<file path="config.mk">
export PLATFORM = sky130hd
export DESIGN_NAME = ccff_chain_loader
export DESIGN_NICKNAME = d
export VERILOG_FILES = /design/src/rtl/ccff_pkg.sv /design/src/rtl/ccff_word_serializer.sv /design/src/rtl/ccff_chain_loader.sv
export SDC_FILE = /design/constraint.sdc
export NUM_CORES = 1
export LEC_CHECK = 0
export BUFFER_PORTS_ARGS = -buffer_cell sky130_fd_sc_hd__buf_4
export CAP_MARGIN = 10
export CORE_AREA = 2 2 47 49
export CTS_BUF_LIST = sky130_fd_sc_hd__clkbuf_2 sky130_fd_sc_hd__clkbuf_4 sky130_fd_sc_hd__clkbuf_8
export CTS_CLUSTER_DIAMETER = 200
export CTS_CLUSTER_SIZE = 12
export DETAILED_ROUTE_END_ITERATION = 10
export DIE_AREA = 0 0 49 51
export PLACE_DENSITY_LB_ADDON = 0.15
export SLEW_MARGIN = 20
export SYNTH_ARGS = -nofsm -noshare
export SYNTH_HDL_FRONTEND = slang
export SYNTH_SLANG_ARGS = --single-unit
export TNS_END_PERCENT = 20
</file>
<file path="constraint.sdc">
create_clock -name prog_clk -period 1.7 [get_ports prog_clk]
set_input_delay 0.255 -clock prog_clk [delete_from_list [all_inputs] [get_ports prog_clk]]
set_output_delay 0.255 -clock prog_clk [all_outputs]
set_load 0.01 [all_outputs]
</file>
<file path="src/rtl/ccff_pkg.sv">
// Shared types and helpers for the CCFF chain loader.
// The chain-check states are only reachable when CCFF_CHAIN_CHECK_EN is defined.
package ccff_pkg;

    // Sequencer states. CHK_* are used only by the optional pre-load chain check.
    typedef enum logic [2:0] {
        IDLE      = 3'd0,
        CHK_FLUSH = 3'd1,
        CHK_MARK  = 3'd2,
        CHK_WAIT  = 3'd3,
        LOAD      = 3'd4,
        DONE      = 3'd5
    } ccff_state_e;

    // Bits needed to hold any value from 0 up to max_count inclusive.
    function automatic int ccff_cnt_width(input int max_count);
        return (max_count < 1) ? 1 : $clog2(max_count + 1);
    endfunction

endpackage

</file>
<file path="src/rtl/ccff_word_serializer.sv">
// Word serializer for the CCFF chain loader.
// Accepts one configuration word when empty, emits bit 0 in the accept cycle
// and the stored upper bits on the following cycles, LSB first.
module ccff_word_serializer
    import ccff_pkg::*;
#(
    parameter int WORD_W = 8
)
(
    input  logic              prog_clk,
    input  logic              prog_reset_n,
    input  logic              load_active,
    input  logic              last_shift,
    input  logic [WORD_W-1:0] cfg_data,
    input  logic              cfg_valid,
    output logic              cfg_ready,
    output logic              ser_shift,
    output logic              ser_head
);

    localparam int                WB_W      = ccff_cnt_width(WORD_W - 1);
    localparam logic [WB_W-1:0]   WBITS_NEW = WB_W'(WORD_W - 1);
    localparam logic [WB_W-1:0]   WBITS_ONE = WB_W'(1);

    logic [WORD_W-2:0] word_q;
    logic [WB_W-1:0]   wbits_q;
    logic              holding;
    logic              accept;

    assign holding = (wbits_q != '0);
    assign accept  = load_active && !holding && cfg_valid;

    // Ready, shift enable and head bit for the current cycle.
    always_comb begin
        // NOTE: every output gets a default first so no path through the block can infer a latch.
        cfg_ready = 1'b0;
        ser_shift = 1'b0;
        ser_head  = 1'b0;
        if (load_active) begin
            cfg_ready = !holding;
            if (holding) begin
                ser_shift = 1'b1;
                ser_head  = word_q[0];
            end else if (cfg_valid) begin
                ser_shift = 1'b1;
                ser_head  = cfg_data[0];
            end
        end
    end

    // Remaining-bit counter; the final chain shift drops any leftover bits.
    always_ff @(posedge prog_clk) begin
        // NOTE: sequential state uses non-blocking assignments so every flop samples pre-edge values.
        if (!prog_reset_n) begin
            wbits_q <= '0;
        end else if (last_shift) begin
            wbits_q <= '0;
        end else if (accept) begin
            wbits_q <= WBITS_NEW;
        end else if (load_active && holding) begin
            wbits_q <= wbits_q - WBITS_ONE;
        end
    end

    // Stored upper word bits, shifted down as each one goes out.
    always_ff @(posedge prog_clk) begin
        // NOTE: word_q is pure datapath qualified by wbits_q, so it carries no reset.
        if (accept) begin
            word_q <= cfg_data[WORD_W-1:1];
        end else if (load_active && holding) begin
            word_q <= word_q >> 1;
        end
    end

endmodule

</file>
<file path="src/rtl/ccff_chain_loader.sv">
// CCFF chain loader: streams configuration words LSB first into a CCFF shift
// chain, counting exactly CHAIN_LEN shifts before reporting done.
// Optional pre-load chain check is enabled by defining CCFF_CHAIN_CHECK_EN.
module ccff_chain_loader
    import ccff_pkg::*;
#(
    parameter int CHAIN_LEN = 5,
    parameter int WORD_W    = 8
)
(
    input  logic              prog_clk,
    input  logic              prog_reset_n,
    input  logic              start,
    input  logic [WORD_W-1:0] cfg_data,
    input  logic              cfg_valid,
    output logic              cfg_ready,
    output logic              ccff_head,
    output logic              ccff_shift_en,
    input  logic              ccff_tail,
    output logic              busy,
    output logic              done,
    output logic              error
);

    localparam int               CNT_W    = ccff_cnt_width(CHAIN_LEN);
    localparam logic [CNT_W-1:0] REM_FULL = CNT_W'(CHAIN_LEN);
    localparam logic [CNT_W-1:0] REM_PRE  = CNT_W'(CHAIN_LEN - 1);
    localparam logic [CNT_W-1:0] REM_ONE  = CNT_W'(1);

    ccff_state_e      state;
    logic [CNT_W-1:0] rem;
    logic             busy_q;
    logic             done_q;
    logic             load_active;
    logic             last_shift;
    logic             ser_shift;
    logic             ser_head;
    logic             chk_shift;
    logic             chk_head;

    assign load_active = (state == LOAD);
    assign last_shift  = load_active && ser_shift && (rem == REM_ONE);

    ccff_word_serializer #(
        .WORD_W (WORD_W)
    ) u_serializer (
        .prog_clk     (prog_clk),
        .prog_reset_n (prog_reset_n),
        .load_active  (load_active),
        .last_shift   (last_shift),
        .cfg_data     (cfg_data),
        .cfg_valid    (cfg_valid),
        .cfg_ready    (cfg_ready),
        .ser_shift    (ser_shift),
        .ser_head     (ser_head)
    );

`ifdef CCFF_CHAIN_CHECK_EN
    logic error_q;
    logic first_wait;

    // Check phases shift every cycle; only CHK_MARK drives a 1 into the chain.
    assign chk_shift  = (state == CHK_FLUSH) || (state == CHK_MARK) || (state == CHK_WAIT);
    assign chk_head   = (state == CHK_MARK);
    assign first_wait = (state == CHK_WAIT) && (rem == REM_PRE);
    assign error      = error_q;
`else
    logic unused_tail;

    assign chk_shift   = 1'b0;
    assign chk_head    = 1'b0;
    assign unused_tail = ccff_tail;
    assign error       = 1'b0;
`endif

    // Serializer data and check pattern are never active together, so OR merges them.
    assign ccff_shift_en = ser_shift | chk_shift;
    assign ccff_head     = ser_head | chk_head;
    assign busy          = busy_q;
    assign done          = done_q;

    // Sequencer: state, shift budget and registered status flags.
    always_ff @(posedge prog_clk) begin
        if (!prog_reset_n) begin
            state  <= IDLE;
            rem    <= '0;
            busy_q <= 1'b0;
            done_q <= 1'b0;
`ifdef CCFF_CHAIN_CHECK_EN
            error_q <= 1'b0;
`endif
        end else begin
            case (state)
                IDLE, DONE: begin
                    if (start) begin
                        busy_q <= 1'b1;
                        done_q <= 1'b0;
`ifdef CCFF_CHAIN_CHECK_EN
                        error_q <= 1'b0;
                        state   <= CHK_FLUSH;
                        rem     <= REM_PRE;
`else
                        state   <= LOAD;
                        rem     <= REM_FULL;
`endif
                    end
                end
`ifdef CCFF_CHAIN_CHECK_EN
                CHK_FLUSH: begin
                    rem <= rem - REM_ONE;
                    if (rem == REM_ONE) begin
                        state <= CHK_MARK;
                    end
                end
                CHK_MARK: begin
                    rem   <= REM_PRE;
                    state <= CHK_WAIT;
                end
                CHK_WAIT: begin
                    if (first_wait && !ccff_tail) begin
                        // Marker did not reach the tail: report a broken chain, skip the load.
                        error_q <= 1'b1;
                        done_q  <= 1'b1;
                        busy_q  <= 1'b0;
                        rem     <= '0;
                        state   <= DONE;
                    end else if (rem == REM_ONE) begin
                        rem   <= REM_FULL;
                        state <= LOAD;
                    end else begin
                        rem <= rem - REM_ONE;
                    end
                end
`endif
                LOAD: begin
                    if (ser_shift) begin
                        rem <= rem - REM_ONE;
                        if (rem == REM_ONE) begin
                            busy_q <= 1'b0;
                            done_q <= 1'b1;
                            state  <= DONE;
                        end
                    end
                end
                default: begin
                    busy_q <= 1'b0;
                    done_q <= 1'b0;
                    state  <= IDLE;
                end
            endcase
        end
    end

endmodule

</file>
### Yosys cells after proc, flatten, opt, wreduce, memory -nomap -nowiden

Cells that the tools add are included.

| storage, ports and cells | value |
|---|---|
| latch bits | 0 |
| input bits | 13 |
| RAM bits | 0 |
| memories | 0 |
| flip-flop bits (word level) | 18 |
| output and inout bits | 6 |
| memory bits (read-only) | 0 |
| word-level logic and storage cells | 55 |

| operators by class | value |
|---|---|
| $mul | 0 |
| eq/ne operators | 6 |
| reductions and logical operators | 14 |
| add/subtract/negate cells | 2 |
| $lt $le $gt $ge | 0 |
| shifts and indexed selects | 0 |
| multiplexer cells | 26 |
| bitwise operators | 1 |
| divide/modulo/power cells | 0 |

Operators with widths:

| kind | number |
|---|---|
| two-way mux 3 bit | 7 |
| two-way mux 7 bit | 2 |
| two-way mux 1 bit | 13 |
| one-hot mux 3 bit (2 select lines) | 2 |
| == test 3 bit (second input constant) | 2 |
| AND reduction 3 bit | 2 |
| subtractor 3 x 1 -> 3 bit (second input constant) | 2 |
| logical AND 1 bit | 5 |
| != test 2 x 1 -> 1 bit (second input constant) | 2 |
| one-hot mux 1 bit (2 select lines) | 2 |
| nonzero test 2 bit | 2 |
| OR reduction 2 bit | 2 |
| == test 3 x 1 -> 1 bit (second input constant) | 1 |
| zero test 3 bit | 1 |
| nonzero test 3 bit | 1 |
| != test 2 bit (second input constant) | 1 |
| zero test 1 bit | 1 |
| inverter 1 bit | 1 |

### Logic depth before layout (Yosys ltp)

| logic depth | value |
|---|---|
| depth in word-level cells | 6 |
| depth in mapped cells | 6 |
| mapped depth without buffers | 5 |

### Hierarchy

Synthesis repeated with hierarchy kept, for this count alone.

| unflattened totals | value |
|---|---|
| cell total of the unflattened synthesis | 80 |
| area, all modules | 907.1 um2 |

By module, submodules not included:

| module | sequential area each (um2) | area an instance (um2) | times used | cells each |
|---|---|---|---|---|
| ccff_word_serializer | 270.3 | 509.2 | 1 | 40 |
| ccff_chain_loader | 120.1 | 397.9 | 1 | 40 |

### Worst setup path after synthesis

OpenSTA, ideal clock, no wires.

| timing path | value |
|---|---|
| kind | register -> register |
| from | register done (netlist name) |
| to | register done_q (netlist: done) |
| setup time | 58 ps |
| cell stages (with the launch flop) | 7 |
| data required time | 1642 ps |
| arrival time | 1591 ps |
| slack | 51 ps |
| period minus slack after synthesis | 1649 ps |
| path buffers | 1 |
| path through | dfxtp_1 inv_1 ha_1 clkbuf_1 and4bb_2 a211oi_2 o221a_2 |

RTL lines:

| what | line | RTL |
|---|---|---|
| end signal: assignment | ccff_chain_loader.sv:88 | `done_q <= 1'b0;` |
| end signal: assignment | ccff_chain_loader.sv:97 | `done_q <= 1'b0;` |
| end signal: assignment | ccff_chain_loader.sv:140 | `done_q <= 1'b1;` |
| end: declaration | ccff_chain_loader.sv:33 | `logic done_q;` |

### Final worst setup path

| timing path | value |
|---|---|
| from | register u_serializer.wbits_q[0] |
| to | output ccff_shift_en |

| between the ends | value |
|---|---|
| longest elaborated chain between the ends | 3 |

Ends and longest elaborated chain:

| what | line | RTL |
|---|---|---|
| start: declaration | ccff_word_serializer.sv:26 | `logic [WB_W-1:0] wbits_q;` |
| start signal: assignment | ccff_word_serializer.sv:61 | `wbits_q <= wbits_q - WBITS_ONE;` |
| nonzero test 3 bit | ccff_word_serializer.sv:30 | `assign holding = (wbits_q != '0);` |
| two-way mux 1 bit | ccff_word_serializer.sv:41 | `if (holding) begin` |
| two-way mux 1 bit | ccff_word_serializer.sv:39 | `if (load_active) begin` |
| end: declaration | ccff_chain_loader.sv:18 | `output logic ccff_shift_en,` |

Every way passes these cells.

==> impl_metrics.tcl <==
set metrics [dict create \
    status "finished, violations left" \
    violations "setup timing" \
    wl_met3_um 48 \
    reg2reg_slack_ns 0.05 \
    synth_area_um2 928 \
    dieArea_mm2 0.00250 \
    cts_buffers 3 \
    cts_sinks 16 \
    syn_inst 86 \
    power.leakage_nw 0.525 \
    core_area_mm2 0.00206 \
    grt_use_total 0.152 \
    synth_fa_ha_area_frac 0.0809 \
    die_width_um 49 \
    syn_nets 105 \
    p_seq_frac 0.297 \
    maxCapViolCount 0 \
    period_share 1.02 \
    drtIter0Drc 4 \
    synth_edf_count 7 \
    io_pins 19 \
    grt_max_degree 16 \
    path_class "register to output port" \
    antenna_left 0 \
    critPathArrivalTime_ns 1.48 \
    synth.distinct_cells 38 \
    nFillCells 185 \
    ff2ff_path_depth 6 \
    endpoint_kind "output port" \
    drive_above_1_share 0.505 \
    pwr-share-clk 0.114 \
    synth_xor_area_frac 0.00943 \
    p_total_mw 2.24 \
    nets 131 \
    clk_latency_ns 0.28 \
    start_util 0.450 \
    seq_area_frac_synth 0.420 \
    p_comb_frac 0.589 \
    drv_slew 0 \
    reg2reg_from "u_serializer.wbits_q[0]$_SDFFE_PP0P_" \
    place_congestion 0.661 \
    rsz0062_at_grt "yes" \
    setup_slack_ns -0.0307 \
    wl_met1_um 781 \
    hold_viol_final 0 \
    grt_first_pass_wirelength_um 2820 \
    cts_buffer_depth 2 \
    drc_errors 0 \
    crit_end "ccff_shift_en" \
    start_kind "register" \
    syn2layout_area_growth_pct 33.3 \
    synth_top_family_by_area "simple AND/OR/NAND/NOR gates" \
    layout_commonest_cell "buf_4" \
    grt_pass1_vias 641 \
    via_count 684 \
    ys_async_sr_fraction 0 \
    routed_via_density 4.92 \
    worst_ir_drop_vdd_mv 0.967 \
    r2r-end "u_serializer.wbits_q[2]$_SDFFE_PP0P_" \
    power_density_mw_per_mm2 1810 \
    internal_power_mw 1.45 \
    synth_seq_cells 16 \
    crit_path_max_fanout 4 \
    synth_flop_cell "dfxtp_1" \
    clock_skew_ns 0.00146 \
    power.switching_uw 790 \
    setup_tns_ns -0.0409 \
    overflow 0 \
    synth_area_per_cell_um2 10.8 \
    wirelength_um 1700 \
    switching_share 0.353 \
    dp_hpwl_um 1240 \
    fin_crit_ns 1.73 \
    antenna_cells 0 \
    root_buffer "clkbuf_4" \
    cts.hold.buffers_added 0 \
    io_buffers 16 \
    final_cell_mix "buf_4, mux2_2, edfxtp_1" \
    tritoncts "done" \
    antenna_found_initial 0 \
    std_cell_rows 17 \
    die_h_um 51 \
    synthMuxAreaShare 0.106 \
    clkTransAtPathRegs_ns 0.10 \
    drtPass1Iterations 3 \
    top_layer_used "met4" \
    synth-simple-area-share 0.166 \
    synth_compound_area_frac 0.155 \
    wl_per_cell_um 12.2 \
    fmax_mhz 578 \
    startpoint "u_serializer.wbits_q[0]$_SDFFE_PP0P_" \
    hp-class "input port to register" \
    crit_required_ns 1.44 \
    htree_levels 1 \
    dr_wl_met2_um 857 \
    dp.cells 128 \
    finalSetupViolCount 2 \
    ys_warn_count 0 \
    instances_no_fill 139 \
]
metal layers:
layer,up-vias,GRT usage
li1,356,-
met1,317,0.183
met2,9,0.251
met3,2,0.0322
met4,0,0.0905
met5,-,0
registers in the layout (all words and copies together) (netlist names):
name                  cells
u_serializer.word_q       7
rem                       3
u_serializer.wbits_q      3
busy                      1
done                      1
state                     1
worst min-delay path by stage:
stage | slack, ns | depth (start not counted) | endpoint | from
after floorplan | 0.45 | 2 | rem[1]$_SDFFE_PN0P_ | rem[1]$_SDFFE_PN0P_
after global placement | 0.45 | 2 | busy$_SDFFE_PN0P_ | busy$_SDFFE_PN0P_
after detailed placement | 0.46 | 2 | busy$_SDFFE_PN0P_ | busy$_SDFFE_PN0P_
after CTS | 0.23 | 2 | u_serializer.wbits_q[1]$_SDFFE_PP0P_ | prog_reset_n
after global routing | 0.23 | 2 | u_serializer.wbits_q[1]$_SDFFE_PP0P_ | prog_reset_n
final | 0.24 | 2 | u_serializer.wbits_q[1]$_SDFFE_PP0P_ | prog_reset_n
layout make-up:
cell class	count	area, µm²	area share
clock buffers	4	36.3	0.0293
inverters	8	30.0	0.0243
multi-input cells	57	529	0.428
flip-flops and latches	16	397	0.321
well taps	28	35.0	0.0283
repair buffers	26	210	0.170
critical path, cell delays in order, from the launching register on:
cell     delay, ns
dfxtp_2       0.34
inv_2         0.07
ha_4          0.16
or3b_4        0.38
and2_4        0.14
buf_6         0.11
synthesized netlist by cell type (all sizes together), types with 2 or more instances:
master  count  area, µm²
and3        2       12.5
nand3       3       15.0
nor2b       3       18.8
and2        3       21.3
nand2b      3       18.8
mux2        7       78.8
inv         8       30.0
clkbuf      3       12.5
o21a        2       15.0
edfxtp      7        210
nand2       4       15.0
dfxtp       9        180
buf         2       11.3
a21oi       3       15.0
ha          6       75.1
mux2i       2       20.0
power groups by stage:
stage          Clock [mW]  Sequential, mW  Combinational [mW]
5_1_grt             0.287           0.687                1.45
4_1_cts             0.273           0.661                1.26
3_3_place_gp            0           0.652                1.01
3_5_place_dp            0           0.658                1.03
6_report            0.255           0.666                1.32
2_1_floorplan           0           0.645               0.747
per-stage QoR:
stage,util,instance area [µm²],hold WS [ns],setup WS (ns)
finish,0.600,1240,0.237,-0.0307
global route,0.600,1240,0.229,-0.106
CTS,0.583,1200,0.226,-0.0382
detailed placement,0.525,1080,0.457,0.0258
global placement,0.525,1080,0.449,0.0380
floorplan,-,928,0.448,0.0505
timing repair:
action	4_1_cts	5_1_grt
pin swaps	4	2
setup endpoints to repair	3	5
buffers inserted	6	1
gates resized for setup	14	8
cell families (layout without fill, tap and decap cells):
group	Yosys count	after routing
buffers and inverters	13	38
AND/OR/NAND/NOR	25	25
other	1	1
multiplexers	9	9
AO/OA/AOI/OAI	15	15
XOR/XNOR	1	1
flip-flops	16	16
adder cells (fa/ha/maj)	6	6
No activity file was read; power rests on OpenSTA's default activity.
